### src/rtl/wb_regfile_pkg.sv
// Shared constants for the writeback stage and its register file.
package wb_regfile_pkg;
  localparam int DATA_W_DEF = 32;
  localparam int ADDR_W_DEF = 5;
  localparam int CNT_W_DEF  = 32;
  // Index of the hardwired-zero register.
  localparam int REG_ZERO   = 0;
endpackage

### src/rtl/wb_regfile_if.sv
// MEM/WB writeback inputs plus the two ID-stage read ports and the
// forwarding/debug outputs, bundled as one bus.
interface wb_regfile_if
  import wb_regfile_pkg::*;
#(
  parameter int DATA_W = DATA_W_DEF,
  parameter int ADDR_W = ADDR_W_DEF,
  parameter int CNT_W  = CNT_W_DEF
);
  logic              wb_reg_write;
  logic              wb_mem_to_reg;
  logic [DATA_W-1:0] wb_result;
  logic [DATA_W-1:0] wb_mem_data;
  logic [ADDR_W-1:0] wb_dest;
  logic [ADDR_W-1:0] rs_addr;
  logic [ADDR_W-1:0] rt_addr;
  logic [DATA_W-1:0] rs_data;
  logic [DATA_W-1:0] rt_data;
  logic [DATA_W-1:0] wb_data;
  logic              wb_commit;
  logic [CNT_W-1:0]  commit_count;

  // Pipeline side: drives MEM/WB fields and read indices.
  modport master (
    output wb_reg_write, wb_mem_to_reg, wb_result, wb_mem_data, wb_dest,
    output rs_addr, rt_addr,
    input  rs_data, rt_data, wb_data, wb_commit, commit_count
  );

  // Register file side.
  modport slave (
    input  wb_reg_write, wb_mem_to_reg, wb_result, wb_mem_data, wb_dest,
    input  rs_addr, rt_addr,
    output rs_data, rt_data, wb_data, wb_commit, commit_count
  );
endinterface

### src/rtl/wb_regfile_regfile_core.sv
// Raw register storage: asynchronous clear, one write port, two
// combinational read ports. No r0 handling here; the caller masks it.
module regfile_core
  import wb_regfile_pkg::*;
#(
  parameter int DATA_W = DATA_W_DEF,
  parameter int ADDR_W = ADDR_W_DEF
) (
  input  logic              clk,
  input  logic              rst_n,
  input  logic              we_i,
  input  logic [ADDR_W-1:0] waddr_i,
  input  logic [DATA_W-1:0] wdata_i,
  input  logic [ADDR_W-1:0] raddr_a_i,
  input  logic [ADDR_W-1:0] raddr_b_i,
  output logic [DATA_W-1:0] rdata_a_o,
  output logic [DATA_W-1:0] rdata_b_o
);
  localparam int NREG = 2 ** ADDR_W;

  logic [DATA_W-1:0] regs_q [NREG];

  // Storage: whole array clears on reset, otherwise single-port write.
  always_ff @(posedge clk or negedge rst_n) begin
    if (!rst_n) begin
      for (int i = 0; i < NREG; i++) begin
        regs_q[i] <= '0;
      end
    end else if (we_i) begin
      regs_q[waddr_i] <= wdata_i;
    end
  end

  assign rdata_a_o = regs_q[raddr_a_i];
  assign rdata_b_o = regs_q[raddr_b_i];
endmodule

### src/rtl/wb_regfile.sv
// Writeback stage fused with the register file: selects the writeback
// value, commits it, bypasses it onto same-cycle reads and counts commits.
module wb_regfile
  import wb_regfile_pkg::*;
#(
  parameter int DATA_W = DATA_W_DEF,
  parameter int ADDR_W = ADDR_W_DEF,
  parameter int CNT_W  = CNT_W_DEF
) (
  input  logic       clk,
  input  logic       rst_n,
  wb_regfile_if.slave bus
);
  localparam logic [ADDR_W-1:0] ZERO_IDX = ADDR_W'(REG_ZERO);

  logic [DATA_W-1:0] wb_sel;
  logic              commit;
  logic [DATA_W-1:0] raw_a;
  logic [DATA_W-1:0] raw_b;
  logic [DATA_W-1:0] rs_d;
  logic [DATA_W-1:0] rt_d;
  logic [CNT_W-1:0]  cnt_q;
  logic [CNT_W-1:0]  cnt_d;

  assign wb_sel = bus.wb_mem_to_reg ? bus.wb_mem_data : bus.wb_result;
  // Writes to r0 are not real writes: they neither store nor count.
  assign commit = bus.wb_reg_write && (bus.wb_dest != ZERO_IDX);

  regfile_core #(
    .DATA_W (DATA_W),
    .ADDR_W (ADDR_W)
  ) u_core (
    .clk       (clk),
    .rst_n     (rst_n),
    .we_i      (commit),
    .waddr_i   (bus.wb_dest),
    .wdata_i   (wb_sel),
    .raddr_a_i (bus.rs_addr),
    .raddr_b_i (bus.rt_addr),
    .rdata_a_o (raw_a),
    .rdata_b_o (raw_b)
  );

  // Read port A: same-cycle bypass first, then r0 forced to zero.
  always_comb begin
    rs_d = raw_a;
    if (commit && (bus.rs_addr == bus.wb_dest)) begin
      rs_d = wb_sel;
    end else if (bus.rs_addr == ZERO_IDX) begin
      rs_d = '0;
    end
  end

  // Read port B: identical rule to port A.
  always_comb begin
    rt_d = raw_b;
    if (commit && (bus.rt_addr == bus.wb_dest)) begin
      rt_d = wb_sel;
    end else if (bus.rt_addr == ZERO_IDX) begin
      rt_d = '0;
    end
  end

  // Retired-write counter next state; wraps freely.
  always_comb begin
    cnt_d = cnt_q;
    if (commit) begin
      cnt_d = cnt_q + CNT_W'(1);
    end
  end

  // Retired-write counter register.
  always_ff @(posedge clk or negedge rst_n) begin
    if (!rst_n) begin
      cnt_q <= '0;
    end else begin
      cnt_q <= cnt_d;
    end
  end

  assign bus.rs_data      = rs_d;
  assign bus.rt_data      = rt_d;
  assign bus.wb_data      = wb_sel;
  assign bus.wb_commit    = commit;
  assign bus.commit_count = cnt_q;
endmodule

### src/flat_wrapper.sv
// flat-port wrapper written by rule: the top's interface ports become plain ports
module wb_regfile_flat import wb_regfile_pkg::*;
#(
  parameter int DATA_W = DATA_W_DEF,
  parameter int ADDR_W = ADDR_W_DEF,
  parameter int CNT_W  = CNT_W_DEF
)
  (clk, rst_n, bus_wb_reg_write, bus_wb_mem_to_reg, bus_wb_result, bus_wb_mem_data, bus_wb_dest, bus_rs_addr, bus_rt_addr, bus_rs_data, bus_rt_data, bus_wb_data, bus_wb_commit, bus_commit_count);
  wb_regfile_if #(.DATA_W(DATA_W), .ADDR_W(ADDR_W), .CNT_W(CNT_W)) bus_i ();
  input  logic clk;
  input  logic rst_n;
  input wire logic [$bits(bus_i.wb_reg_write)-1:0] bus_wb_reg_write;
  input wire logic [$bits(bus_i.wb_mem_to_reg)-1:0] bus_wb_mem_to_reg;
  input wire logic [$bits(bus_i.wb_result)-1:0] bus_wb_result;
  input wire logic [$bits(bus_i.wb_mem_data)-1:0] bus_wb_mem_data;
  input wire logic [$bits(bus_i.wb_dest)-1:0] bus_wb_dest;
  input wire logic [$bits(bus_i.rs_addr)-1:0] bus_rs_addr;
  input wire logic [$bits(bus_i.rt_addr)-1:0] bus_rt_addr;
  output wire logic [$bits(bus_i.rs_data)-1:0] bus_rs_data;
  output wire logic [$bits(bus_i.rt_data)-1:0] bus_rt_data;
  output wire logic [$bits(bus_i.wb_data)-1:0] bus_wb_data;
  output wire logic [$bits(bus_i.wb_commit)-1:0] bus_wb_commit;
  output wire logic [$bits(bus_i.commit_count)-1:0] bus_commit_count;
  assign bus_i.wb_reg_write = bus_wb_reg_write;
  assign bus_i.wb_mem_to_reg = bus_wb_mem_to_reg;
  assign bus_i.wb_result = bus_wb_result;
  assign bus_i.wb_mem_data = bus_wb_mem_data;
  assign bus_i.wb_dest = bus_wb_dest;
  assign bus_i.rs_addr = bus_rs_addr;
  assign bus_i.rt_addr = bus_rt_addr;
  assign bus_rs_data = bus_i.rs_data;
  assign bus_rt_data = bus_i.rt_data;
  assign bus_wb_data = bus_i.wb_data;
  assign bus_wb_commit = bus_i.wb_commit;
  assign bus_commit_count = bus_i.commit_count;
  wb_regfile #(.DATA_W(DATA_W), .ADDR_W(ADDR_W), .CNT_W(CNT_W)) u_core (.clk(clk), .rst_n(rst_n), .bus(bus_i));
endmodule
### config.mk
export PLATFORM = sky130hd
export DESIGN_NAME = wb_regfile_flat
export DESIGN_NICKNAME = d
export VERILOG_FILES = /design/src/rtl/wb_regfile_pkg.sv /design/src/rtl/wb_regfile_if.sv /design/src/rtl/wb_regfile_regfile_core.sv /design/src/rtl/wb_regfile.sv /design/src/flat_wrapper.sv
export SDC_FILE = /design/constraint.sdc
export NUM_CORES = 2
export LEC_CHECK = 0
export ABC_AREA = 1
export CORE_ASPECT_RATIO = 1.1
export CORE_UTILIZATION = 55
export CTS_CLUSTER_SIZE = 24
export DETAILED_ROUTE_END_ITERATION = 7
export GPL_ROUTABILITY_DRIVEN = 0
export PLACE_DENSITY_LB_ADDON = 0.15
export SYNTH_ARGS = -nofsm -noshare
export SYNTH_HDL_FRONTEND = slang
export SYNTH_SLANG_ARGS = --single-unit
### constraint.sdc
create_clock -name clk -period 2 [get_ports clk]
set_clock_uncertainty 0.2 [all_clocks]
set_input_delay 0.2 -clock clk [delete_from_list [all_inputs] [get_ports clk]]
set_output_delay 0.2 -clock clk [all_outputs]
set_load 0.03 [all_outputs]
==> reports/qor.csv <==
stage;metric;value;unit
clock_tree;latest clock arrival within the worst-skew pair;0.72;ns
sta;final worst-path cycle share;124.1;%
clock_tree;H-tree Lvls;3;
hold_path;Hold Crit Class;input port to register;
synth;Yosys top cell area share;44.12;%
critical_path;Worst Setup Start Kind;register;
sta;setup ws final;-0.4820;ns
critical_path;CP bufs+invs;3;
pwr;worst vdd ir;0.7241;mV
routing;drt wl/cell;23.93;um
critical_path;Worst path top cell family by delay;flip-flops;
die;I/O pin cnt;212;
routing;drt total wl;245.9;mm
die;die area;0.1102;mm2
synth;Mapped Cells;8450;
synth;Yosys Warn Count;0;
pwr;Clock power frac;31.7;%
global_route;vias in the first global route;61170;
global_route;gr ovfl total;0;
routing;Vias/cell;6.256;
synth;cell with the most instances after synthesis;nand2_1;
sta;Max Slew Vio Count;0;
synth;#FFs+latches synth;1056;
die;Die W;316.6;um
die;Initial Util;55.62;%
synth;Net Count, Synth;8534;
synth;post-synth cell types;34;
critical_path;R2R depth;12;
global_route;initial antenna violation count;3;
synth;synth cell count leaders;2,477 x nand2_1, 1,056 x dfrtp_1, 1,006 x a21oi_1, 828 x nor2_1, 748 x nand3_1;
run_status;status;finished, violations left;
global_route;total track usage;44.01;%
critical_path;Worst Setup End Kind;primary output;
sta;min Tclk post-route;2.482;ns
finish;final standard cell area without fillers;0.07697;mm2
synth;sequential fraction of the synthesis area;44.12;%
routing;TritonRoute pass-1 iters;6;
sta;fmax;402.9;MHz
synth;Synth area leader;dfrtp_1;
synth;Mapped Area;0.05989;mm2
hold_path;Worst Hold End;u_core.u_core.regs_q[844]$_DFFE_PN0P_;
sta;total negative setup slack;-25.04;ns
clock_tree;CTS Root Cell;clkbuf_16;
place;dpl ws;-0.7233;ns
critical_path;r2r startpoint;u_core.u_core.regs_q[544]$_DFFE_PN0P_;
synth;Avg Cell Area, Syn;7.088;um2
critical_path;CP Data Arrival Time;2.08;ns
synth;Main synth FF type;dfrtp_1;
synth;Synth async-reset ratio;100.0;%
critical_path;worst r2r dst;u_core.u_core.regs_q[544]$_DFFE_PN0P_;
sta;RSZ-0062 raised after global routing;true;
clock_tree;Max clock buf depth;3;
pwr;leakage power;0.03431;uW
synth;top cells by area, synth;dfrtp_1 44%, nand2_1 16%, a21oi_1 8.4%;
clock_tree;CTS tree;yes;
sta;setup-violating endpoint count in the final report;64;
routing;DRC;0;
run_status;failing checks;negative setup slack;
pwr;power per cell area;927.2;mW/mm2
critical_path;worst-path maximum fanout;3;
pwr;Logic pwr share;26.6;%
synth;Post-synth EDFFs;0;
place;port buffer count;211;
finish;filler cell count;8359;
pwr;Net Sw Frac;33.56;%
pwr;Net Sw Power;23950;uW
place;Cell Area, Placed;0.06941;mm2
die;chip height;348.1;um
clock_tree;Inserted Clock Buffers;111;
clock_tree;CTS Sinks;1056;
routing;via count;64270;
critical_path;R2R Setup Slk;0.04;ns
sta;final number of hold-violating endpoints;0;
finish;layout cells sized above 1;22.41;%
critical_path;CP Cell Sequence;inv_2, nand2_1, o211ai_1, nand2_1, o21ai_1, nand3_1, buf_6, nand3_4, nand2_2, buf_6;
clock_tree;Reg clk slew, reported paths;0.06;ns
critical_path;critical path type;register to primary output;
routing;1st-iter DRT viols;9048;
global_route;largest net degree at the start of global routing;63;
finish;Layout area overhead;28.51;%
place;dpl hpwl;159.0;mm
pwr;Pint;47410;uW
routing;Antenna Nets Post-Route;0;
sta;relative slew slack;52.64;%
sta;worst slew pin tran;0.7097;ns
critical_path;Worst path max stage delay;0.38;ns
hold_path;Hold Crit Depth;7;
pwr;share of power burned in registers;41.7;%
die;core area;0.1077;mm2
finish;layout net count;8856;
job;MaxCap Viol Count;0;
global_route;global-route wire length before repair;367.6;mm
die;Rows;126;
critical_path;Worst Path Required;1.60;ns
hold_path;HP Start;bus_wb_mem_to_reg;
critical_path;CP max-delay cell;dfrtp_1;
==> cell families after synthesis <==
group,count (synthesis),share of synthesized area [%]
AND/OR/NAND/NOR,4129,28.18
XOR/XNOR,30,0.4387
flip-flops,1056,44.12
adder cells (fa/ha/maj),1,0.02089
buffers and inverters,1148,8.350
AO/OA/AOI/OAI,2086,18.89
==> worst register-to-register path, stage by stage, from the launching register on <==
cell and delay (ns):
dfrtp_1 0.37, inv_2 0.06, buf_6 0.11, buf_4 0.12
buf_4 0.12, buf_4 0.13, buf_4 0.13, buf_6 0.11
buf_6 0.11, buf_6 0.10, buf_6 0.11, buf_6 0.11
o21ai_2 0.13
==> what timing repair did <==
item                                   4_1_cts  5_1_grt
pin swaps                                  311      281
setup buffers                               71       41
gates resized for setup                    678      376
hold buffers                                 2        1
cloned                                       3        0
setup endpoints to repair                   97      102
endpoints found under the hold margin     1056       15
==> registers in the layout, indices dropped and copies added (netlist names) <==
name and flops:
u_core.bus.commit_count 32, u_core.u_core.regs_q 1024
==> per-layer routing <==
metal | GRT usage (%) | part of all wire [%] | vias up | routed length, um
met5 | 0.8913 | 0.057 | - | 141
met4 | 29.34 | 7.7 | 4 | 18920
met3 | 13.39 | 14 | 1137 | 34360
met2 | 64.28 | 42 | 4646 | 104400
met1 | 56.05 | 36 | 30220 | 88080
li1 | - | - | 28270 | -
==> power groups by stage <==
stage          Combinational, uW  Clock [uW]  Sequential (uW)
2_1_floorplan              10400           0            28900
3_3_place_gp               16200           0            29400
3_5_place_dp               16800           0            29600
4_1_cts                    18000       22600            29400
5_1_grt                    20700       23500            30200
6_report                   19000       22600            29800
==> cells in the final DEF, fill, tap and decap left out, types with 89 or more instances in the layout <==
cell type / n
a21oi_1: 856
a21oi_2: 257
buf_12: 367
buf_4: 435
clkbuf_16: 114
dfrtp_1: 1056
inv_1: 217
inv_2: 176
nand2_1: 2340
nand2_2: 136
nand3_1: 547
nand3_2: 168
nor2_1: 731
nor2_2: 89
o211ai_1: 174
o21ai_0: 624
o21ai_1: 157
==> cell type report <==
cell class / count / area (um2) / area share [%]
diodes: 4 / 10.01 / 0.01301
clock buffers: 163 / 3277 / 4.258
clock inverters: 39 / 653.1 / 0.8486
inverters: 399 / 1520 / 1.975
multi-input cells: 6246 / 31100 / 40.40
flip-flops and latches: 1056 / 26430 / 34.33
well taps: 1408 / 1762 / 2.289
repair buffers: 958 / 12220 / 15.88
==> how the worst max path moves through the flow <==
stage	from	endpoint	slack [ns]	cells after the start
2_1_floorplan	bus_wb_mem_to_reg	bus_rs_data[14]	0.002	7
5_1_grt	u_core.u_core.regs_q[325]$_DFFE_PN0P_	bus_rs_data[5]	-0.56	9
3_5_place_dp	bus_wb_dest[3]	bus_rs_data[29]	-0.72	10
4_1_cts	u_core.u_core.regs_q[93]$_DFFE_PN0P_	bus_rs_data[29]	-0.48	10
3_3_place_gp	bus_wb_dest[3]	bus_rs_data[30]	-0.65	10
6_report	u_core.u_core.regs_q[93]$_DFFE_PN0P_	bus_rs_data[29]	-0.48	10
==> metrics by stage <==
stage          hold WS (ns)  util (%)  total power (uW)  std cells
2_1_floorplan       -0.2956         -             39350       8450
3_3_place_gp       -0.02028     64.46             45640       9958
3_5_place_dp       -0.02237     64.46             46370       9958
4_1_cts             0.06294     70.49             69990      10240
5_1_grt              0.1076     71.48             74380      10270
6_report            0.07435     71.48             71360      10270
(Power assumes the default switching activity.)
==> patch, RTL diff (same flow settings) <==
The package constant `DATA_W_DEF` goes from 32 to 16.
--- a/src/rtl/wb_regfile_pkg.sv
+++ b/src/rtl/wb_regfile_pkg.sv
@@ -1,5 +1,5 @@
 // Shared constants for the writeback stage and its register file.
 package wb_regfile_pkg;
-  localparam int DATA_W_DEF = 32;
+  localparam int DATA_W_DEF = 16;
   localparam int ADDR_W_DEF = 5;
   localparam int CNT_W_DEF  = 32;
Interface: changed (5 resized); port bits go from 212 to 132. The function was not compared with the original's and may differ.
==> patch against the unedited design <==
- the flow finishes with violations (DRC, setup timing)
- via count shrank 48%
- wire length shrank 51%
- highest routed layer unchanged
- sequential cell count shrank 512
- critical path depth shrank 3
- final area shrank 48%
- critical endpoint is now bus_rt_data[0]
- power shrank 50%
- largest power group unchanged
- die area shrank 48%
- synthesized area shrank 48%
- worst setup slack gained 0.054 ns
- sequential power shrank 50%
- global-route usage shrank 2.1 points
==> patch: results (changes against the unedited design) <==
Endpoint of the worst setup timing path: bus_rt_data[0] (was bus_rs_data[29]). The filler-free cell count of the finished design is 5,559 (was 10,270), and the initial antenna violation count is 7 (was 3). Violated checks: DRC, setup timing (was setup timing). The number of optimization iterations in the first detailed-route pass is 8 (was 6), and the maximum fanout along the worst path is 2 (was 3). The number of non-clock inverters is 273 (was 399), and the share of the yosys chip area belonging to registers is 0.4412 (about the same). For the count of multi-input gates, the log shows 3,312 (was 6,246).

The flip-flop count of the largest register, all copies and words added was 512 (was 1,024). List of most frequent post-synthesis cells: 1,581 x nand2_1, 544 x dfrtp_1, 425 x o21ai_0 (was 2,477 x nand2_1, 1,056 x dfrtp_1, 1,006 x a21oi_1). The first-pass GRT wire length is 182.2 mm (was 367.6 mm). The reg-to-reg endpoint was u_core.bus.commit_count[23] (was u_core.u_core.regs_q[544]). The slack of the critical path came out at -0.4283 ns (was -0.4820 ns). The proportion of cell area occupied by registers came out at 0.3388 (was 0.3433). Tightest hold margin: 0.05708 ns (was 0.07435 ns). The number of cell instances on the worst register-to-register path is 10 (was 12).

Setup total negative slack: -10.08 ns (was -25.04 ns). The tools report the number of remaining DRC errors as 5 (was 0). The number of buffers other than clock buffers in the final layout is 583 (was 958). The number of nets produced by synthesis was 4,540 (was 8,534). The non-clock buffering overhead in the final layout is 0.1626 (was 0.1588), and the total track usage is 0.4190 (was 0.4401).

The run gives 2 (was 3) as the number of H-tree branching levels. The run finished, with violations left. The pin count of the biggest net entering global routing was 62 (was 63); the count of final setup violators was 32 (was 64). For the placed instance area, the log shows 0.03623 sq mm (was 0.06941 sq mm). The number of clock buffers inserted by TritonCTS is 58 (was 111), and the power in combinational cells is 9.41 mW (was 19.0 mW). The routed wirelength normalized by instance count came out at 21.81 um (was 23.93 um). Top cells by area in the synthesized netlist: dfrtp_1 44%, nand2_1 19%, o21ai_0 6.9% (was dfrtp_1 44%, nand2_1 16%, a21oi_1 8.4%).
-- patch: metal layers --
layer  wire length (um)  vias up  part of all wire  track usage
li1                   -    15080                 -            -
met1              45040    15480              0.37       0.5362
met2              52190     2262              0.43       0.6260
met3              16150      520              0.13       0.1291
met4               7773        6             0.064       0.2467
met5                 85        -           0.00070            0
-- patch: logic make-up (layout without fill, tap and decap cells) --
group           after synthesis  after routing  synth area share
simple gates               2398           2398            0.3123
compound gates              886            886            0.1563
buf+inv                     632            962           0.08216
flops                       544            544            0.4412
xor+xnor                     27             27          0.007664
fa+ha+maj                     1              1         0.0004055
other cells                   0              5                 0
-- patch: repair_timing --
item,in CTS,in global routing
buffers inserted,27,45
endpoints found under the setup margin,65,35
gates resized for setup,299,187
hold buffers,2,0
pin swaps,143,181
gates cloned,1,0
hold endpoints to repair,544,0
